### config.mk
export PLATFORM = sky130hd
export DESIGN_NAME = video_pattern_gen
export DESIGN_NICKNAME = d
export VERILOG_FILES = /design/src/rtl/video_pattern_gen.sv
export SDC_FILE = /design/constraint.sdc
export NUM_CORES = 1
export LEC_CHECK = 0
export CORE_MARGIN = 5
export CORE_UTILIZATION = 54
export CTS_CLUSTER_DIAMETER = 60
export DETAILED_ROUTE_END_ITERATION = 10
export PLACE_DENSITY = 0.8
export SYNTH_ARGS = -nofsm -noshare
export SYNTH_HDL_FRONTEND = slang
export SYNTH_SLANG_ARGS = --single-unit
### constraint.sdc
create_clock -name clk -period 2.5 [get_ports clk]
set_input_delay 0.5 -clock clk [delete_from_list [all_inputs] [get_ports clk]]
set_output_delay 0.5 -clock clk [all_outputs]
set_load 0.03 [all_outputs]
### src/rtl/video_pattern_gen.sv
// Video timing and RGB test-pattern source (dv/hs/vs + line_end).
// Build option: define PATTERN_ANIM_EN to scroll the ramp and checkerboard by frame count.
module video_pattern_gen #(
    parameter int unsigned H_ACTIVE = 1280,
    parameter int unsigned H_FP     = 110,
    parameter int unsigned H_SYNC   = 40,
    parameter int unsigned H_BP     = 220,
    parameter int unsigned V_ACTIVE = 720,
    parameter int unsigned V_FP     = 5,
    parameter int unsigned V_SYNC   = 5,
    parameter int unsigned V_BP     = 20,
    parameter bit          SYNC_POL = 1'b1
) (
    input  logic        clk,
    input  logic        rst,
    input  logic [1:0]  pat_sel_i,
    input  logic [23:0] solid_i,
    output logic [7:0]  red_o,
    output logic [7:0]  green_o,
    output logic [7:0]  blue_o,
    output logic        dv_o,
    output logic        hs_o,
    output logic        vs_o,
    output logic        line_end_o,
    output logic [7:0]  frame_cnt_o
);

    localparam int unsigned H_TOTAL = H_ACTIVE + H_FP + H_SYNC + H_BP;
    localparam int unsigned V_TOTAL = V_ACTIVE + V_FP + V_SYNC + V_BP;

    // Counters are at least 8/6 bits wide so x[7:0] and y[5] always exist.
    localparam int unsigned HW = ($clog2(H_TOTAL) < 8) ? 8 : $clog2(H_TOTAL);
    localparam int unsigned VW = ($clog2(V_TOTAL) < 6) ? 6 : $clog2(V_TOTAL);

    localparam logic [HW-1:0] H_LAST     = HW'(H_TOTAL - 1);
    localparam logic [HW-1:0] H_ACT      = HW'(H_ACTIVE);
    localparam logic [HW-1:0] H_ACT_LAST = HW'(H_ACTIVE - 1);
    localparam logic [HW-1:0] HS_BEG     = HW'(H_ACTIVE + H_FP);
    localparam logic [HW-1:0] HS_END     = HW'(H_ACTIVE + H_FP + H_SYNC);

    localparam logic [VW-1:0] V_LAST = VW'(V_TOTAL - 1);
    localparam logic [VW-1:0] V_ACT  = VW'(V_ACTIVE);
    localparam logic [VW-1:0] VS_BEG = VW'(V_ACTIVE + V_FP);
    localparam logic [VW-1:0] VS_END = VW'(V_ACTIVE + V_FP + V_SYNC);

    localparam int unsigned   BAR_W    = H_ACTIVE / 8;
    localparam int unsigned   BW       = (BAR_W > 1) ? $clog2(BAR_W) : 1;
    localparam logic [BW-1:0] BAR_LAST = BW'(BAR_W - 1);

    logic [HW-1:0] h_cnt;
    logic [VW-1:0] v_cnt;
    logic [BW-1:0] bar_px;
    logic [2:0]    bar_idx;
    logic [1:0]    pat_q;
    logic [23:0]   solid_q;

    logic          h_wrap;
    logic          v_wrap;
    logic          frame_wrap;
    logic          act;
    logic          hs_d;
    logic          vs_d;
    logic          le_d;
    logic [7:0]    x_eff;
    logic [7:0]    pix_r;
    logic [7:0]    pix_g;
    logic [7:0]    pix_b;

    assign h_wrap     = (h_cnt == H_LAST);
    assign v_wrap     = (v_cnt == V_LAST);
    assign frame_wrap = h_wrap && v_wrap;

`ifdef PATTERN_ANIM_EN
    assign x_eff = h_cnt[7:0] + frame_cnt_o;
`else
    assign x_eff = h_cnt[7:0];
`endif

    // Raster position: h runs every clock, v steps on each line wrap.
    always_ff @(posedge clk or negedge rst) begin
        if (!rst) begin
            h_cnt <= '0;
            v_cnt <= '0;
        end else begin
            h_cnt <= h_wrap ? '0 : h_cnt + 1'b1;
            if (h_wrap) begin
                v_cnt <= v_wrap ? '0 : v_cnt + 1'b1;
            end
        end
    end

    // Colour-bar index tracks h_cnt with a pixel-in-bar count, avoiding a divider.
    always_ff @(posedge clk or negedge rst) begin
        if (!rst) begin
            bar_px  <= '0;
            bar_idx <= '0;
        end else if (h_wrap) begin
            bar_px  <= '0;
            bar_idx <= '0;
        end else if (bar_px == BAR_LAST) begin
            bar_px  <= '0;
            bar_idx <= bar_idx + 1'b1;
        end else begin
            bar_px  <= bar_px + 1'b1;
        end
    end

    // Pattern selection and frame count only change on the frame wrap.
    always_ff @(posedge clk or negedge rst) begin
        if (!rst) begin
            pat_q       <= 2'd0;
            solid_q     <= '0;
            frame_cnt_o <= '0;
        end else if (frame_wrap) begin
            pat_q       <= pat_sel_i;
            solid_q     <= solid_i;
            frame_cnt_o <= frame_cnt_o + 1'b1;
        end
    end

    // Timing decode and pixel colour for the current raster position.
    always_comb begin
        act   = (h_cnt < H_ACT) && (v_cnt < V_ACT);
        hs_d  = (h_cnt >= HS_BEG) && (h_cnt < HS_END);
        vs_d  = (v_cnt >= VS_BEG) && (v_cnt < VS_END);
        le_d  = act && (h_cnt == H_ACT_LAST);
        pix_r = 8'h00;
        pix_g = 8'h00;
        pix_b = 8'h00;
        if (act) begin
            unique case (pat_q)
                2'd0: begin
                    pix_r = {8{~bar_idx[1]}};
                    pix_g = {8{~bar_idx[2]}};
                    pix_b = {8{~bar_idx[0]}};
                end
                2'd1: begin
                    pix_r = x_eff;
                    pix_g = x_eff;
                    pix_b = x_eff;
                end
                2'd2: begin
                    pix_r = {8{x_eff[5] ^ v_cnt[5]}};
                    pix_g = {8{x_eff[5] ^ v_cnt[5]}};
                    pix_b = {8{x_eff[5] ^ v_cnt[5]}};
                end
                2'd3: begin
                    pix_r = solid_q[23:16];
                    pix_g = solid_q[15:8];
                    pix_b = solid_q[7:0];
                end
            endcase
        end
    end

    // Register every stream output one clock behind the counters.
    always_ff @(posedge clk or negedge rst) begin
        if (!rst) begin
            red_o      <= '0;
            green_o    <= '0;
            blue_o     <= '0;
            dv_o       <= 1'b0;
            hs_o       <= ~SYNC_POL;
            vs_o       <= ~SYNC_POL;
            line_end_o <= 1'b0;
        end else begin
            red_o      <= pix_r;
            green_o    <= pix_g;
            blue_o     <= pix_b;
            dv_o       <= act;
            hs_o       <= hs_d ? SYNC_POL : ~SYNC_POL;
            vs_o       <= vs_d ? SYNC_POL : ~SYNC_POL;
            line_end_o <= le_d;
        end
    end

endmodule

==> impl_metrics.env <==
export IMPL_cts_buffers_inserted=9
export IMPL_drive_above_1_share_pct=12.53
export IMPL_synth_top_cells_by_count="sky130_fd_sc_hd__dfrtp_1, sky130_fd_sc_hd__nand2_1, sky130_fd_sc_hd__a21oi_1"
export IMPL_std_cell_rows=32
export IMPL_nFillCells=582
export IMPL_synth_top_cell_by_area="sky130_fd_sc_hd__dfrtp_1"
export IMPL_final_antenna_net_count=0
export IMPL_worstSetupPathDepth=6
export IMPL_worst_path_buf_inv=1
export IMPL_dieArea_um2=9637
export IMPL_cp_arrival_ps=2380
export IMPL_clk_root_buffer_cell="sky130_fd_sc_hd__clkbuf_8"
export IMPL_finalWirelength_um=8993
export IMPL_number_of_global_route_vias_before_repair=2961
export IMPL_timing_hold_violations_final=0
export IMPL_synth_area_um2=4198
export IMPL_total_global_routing_track_utilization_pct=19.60
export IMPL_critical_path_cell_by_cell="inv_1, ha_1, nand4bb_1, nor3_2, nand2_4, mux2_4"
export IMPL_wire_per_inst_um=16.62
export IMPL_slew_headroom_pct=58.72
export IMPL_crit_slowest_cell="sky130_fd_sc_hd__dfrtp_1"
export IMPL_core_area_um2=7647
export IMPL_grt_first_pass_wirelength_um=15180
export IMPL_fin_setup_tns_ps=0
export IMPL_path_max_fanout=28
export IMPL_global_route_overflow_total=0
export IMPL_synth_yosys_seq_area_share_pct=56.04
export IMPL_yosysWarningCount=0
export IMPL_status="completed"
export IMPL_postSynthCellCount=370
export IMPL_ys_ff_latch=94
export IMPL_floorplan_initialDensity_pct=54.89
export IMPL_critical_path_max_stage_delay_ps=460
export IMPL_period_utilisation_layout_pct=85.23
export IMPL_maximum_clock_frequency_mhz=469.3
export IMPL_dp_final_hpwl_um=6470
export IMPL_crit_path_end_kind="flop"
export IMPL_synth_top_cells_by_area="sky130_fd_sc_hd__dfrtp_1, sky130_fd_sc_hd__mux2_4, sky130_fd_sc_hd__a21oi_1"
export IMPL_antenna_found_initial=0
export IMPL_boundaryPins=64
export IMPL_postSynth_asyncResetShare_pct=100.0
export IMPL_p_leak_nw=2.243
export IMPL_vdd_ir_drop_worst_uv=243.3
export IMPL_critPathTopFamily="simple AND/OR/NAND/NOR gates"
export IMPL_slew_violations=0
export IMPL_diodes=0
export IMPL_clk_latency_ps=360
export IMPL_cts_path_max_buffers=2
export IMPL_yosys_most_used_dff="sky130_fd_sc_hd__dfrtp_1"
export IMPL_drc=0
export IMPL_die_h_um=98.17
export IMPL_post_cts_hold_buffer_count=0
export IMPL_clkTransAtPathRegs_ps=90
export IMPL_clock_tree_from_tritoncts="done"
export IMPL_timing_critical_path_from_type="flop"
export IMPL_timing_final_crit_period_ps=2131
export IMPL_cts_sinks=94
export IMPL_post_cts_setup_buffers=0
export IMPL_synth_edf_count=0
export IMPL_yosys_cell_count_top_type="sky130_fd_sc_hd__dfrtp_1"
export IMPL_portBuffers=63
export IMPL_grt_start_max_net_pins=60
export IMPL_worst_pin_slew_ps=619.1
export IMPL_synth_cell_type_count=44
export IMPL_totalPowerFinal_mw=2.772
export IMPL_average_cell_area_after_synthesis_um2=11.35
export IMPL_synth_net_count=406
export IMPL_synth_top_area_share_pct=56.04
export IMPL_gp_congestion=0.8716
export IMPL_htreeDepth=3
export IMPL_final_clock_skew_ps=17.81
export IMPL_final_setup_viol_count=0
export IMPL_nNetsFinal=470
export IMPL_drt_first_iter_violations=162
export IMPL_detailedRoute_firstPassIterationCount=4
export IMPL_width_of_the_die_um=98.17
export IMPL_drv_cap=0
export IMPL_rsz0062_at_grt="false"
export IMPL_viasPerCell=5.457
export IMPL_cts_resized=0
export IMPL_cellPowerDensity_nw_per_um2=543.4
export IMPL_cp_data_required_time_ps=2750
export IMPL_area_growth_pct=21.52
export IMPL_detailroute_via_count=2952
export IMPL_category_of_the_most_critical_setup_path="flop to flop"
export IMPL_holdCritPathClass="input port to async pin"
export IMPL_reg2regPathDepth=6
-- flip-flops by register name, summed over array words and instances (netlist names) --
signal	count
bar_idx	3
green_o	8
hs_o	1
h_cnt	11
dv_o	1
frame_cnt_o	8
v_cnt	10
vs_o	1
pat_q	2
bar_px	8
blue_o	8
red_o	8
line_end_o	1
solid_q	24
-- cell type report --
type / instances / area [µm²] / area share (%)
clock buffers: 10 / 127.6 / 2.502
inverters: 7 / 26.28 / 0.5151
repair buffers: 69 / 685.7 / 13.44
well taps: 102 / 127.6 / 2.502
flip-flops and latches: 94 / 2352 / 46.11
multi-input cells: 253 / 1728 / 33.87
clock inverters: 6 / 53.80 / 1.055
-- metal layers --
layer | share of wire, % | global-route usage [%] | up-vias
li1 | - | - | 1408
met1 | 43 | 26.31 | 1456
met2 | 51 | 32.57 | 82
met3 | 4.5 | 2.714 | 6
met4 | 0.92 | 7.353 | 0
met5 | 0 | 0 | -
-- layout by cell type (no fill, tap or decap), types with 4 or more instances in the layout --
cell type                         count
sky130_fd_sc_hd__nand3_1             18
sky130_fd_sc_hd__clkbuf_8             9
sky130_fd_sc_hd__nand4_1              4
sky130_fd_sc_hd__buf_4                6
sky130_fd_sc_hd__nand2_1             44
sky130_fd_sc_hd__mux2_4              19
sky130_fd_sc_hd__o21ai_0              6
sky130_fd_sc_hd__a21oi_1             43
sky130_fd_sc_hd__nor2_1              26
sky130_fd_sc_hd__clkdlybuf4s50_1     62
sky130_fd_sc_hd__dfrtp_1             94
sky130_fd_sc_hd__and2_1               4
sky130_fd_sc_hd__xnor2_1             15
sky130_fd_sc_hd__ha_1                 8
sky130_fd_sc_hd__xor2_1              12
sky130_fd_sc_hd__mux2_2               8
sky130_fd_sc_hd__inv_1                7
sky130_fd_sc_hd__nor3_1               6
sky130_fd_sc_hd__nor4_1               4
-- path summary, 6_finish.rpt --
path                            from    endpoint  slack, ps
max                         h_cnt[1]  solid_q[9]        370
min                              rst   bar_px[1]         90
max reg2reg                 h_cnt[1]  solid_q[9]        370
min reg2reg                bar_px[0]   bar_px[0]        460
max in group asynchronous        rst    pat_q[0]       1750
min in group clk           bar_px[0]   bar_px[0]        460
-- worst register-to-register path, delay by kind of cell, from the launching register on --
kind	cells	cell delay, ps
adders and majority gates	1	130
muxes	1	420
buffers and inverters	1	80
and+or+nand+nor	3	940
DFF	1	460
-- metrics by stage --
| step | setup WS, ps | hold WS (ps) | cell area [µm²] | std cells | util [%] |
|---|---|---|---|---|---|
| 2_1_floorplan | 571.5 | 204.4 | 4198 | 370 | - |
| 3_3_place_gp | 447.5 | 447.6 | 4920 | 525 | 64.33 |
| 3_5_place_dp | 371.0 | 456.0 | 4920 | 525 | 64.33 |
| 4_1_cts | 366.5 | 90.88 | 5101 | 541 | 66.70 |
| 5_1_grt | 198.7 | 119.9 | 5101 | 541 | 66.70 |
| 6_report | 369.2 | 90.75 | 5101 | 541 | 66.70 |
-- cell families after synthesis --
kind of cell	count (synthesis)	synth area share, %
simple gates	131	16.24
compound gates	60	7.958
flops	94	56.04
mux	27	8.942
xor+xnor	27	5.633
buf+inv	23	2.802
fa+ha+maj	8	2.385
-- power by group --
part	internal (mW)	leakage, nW	switching, mW
clock network	0.380	0.0894	0.557
registers	1.56	1.15	0.0223
logic	0.117	1.01	0.132
No activity file was read; power rests on OpenSTA's default activity.
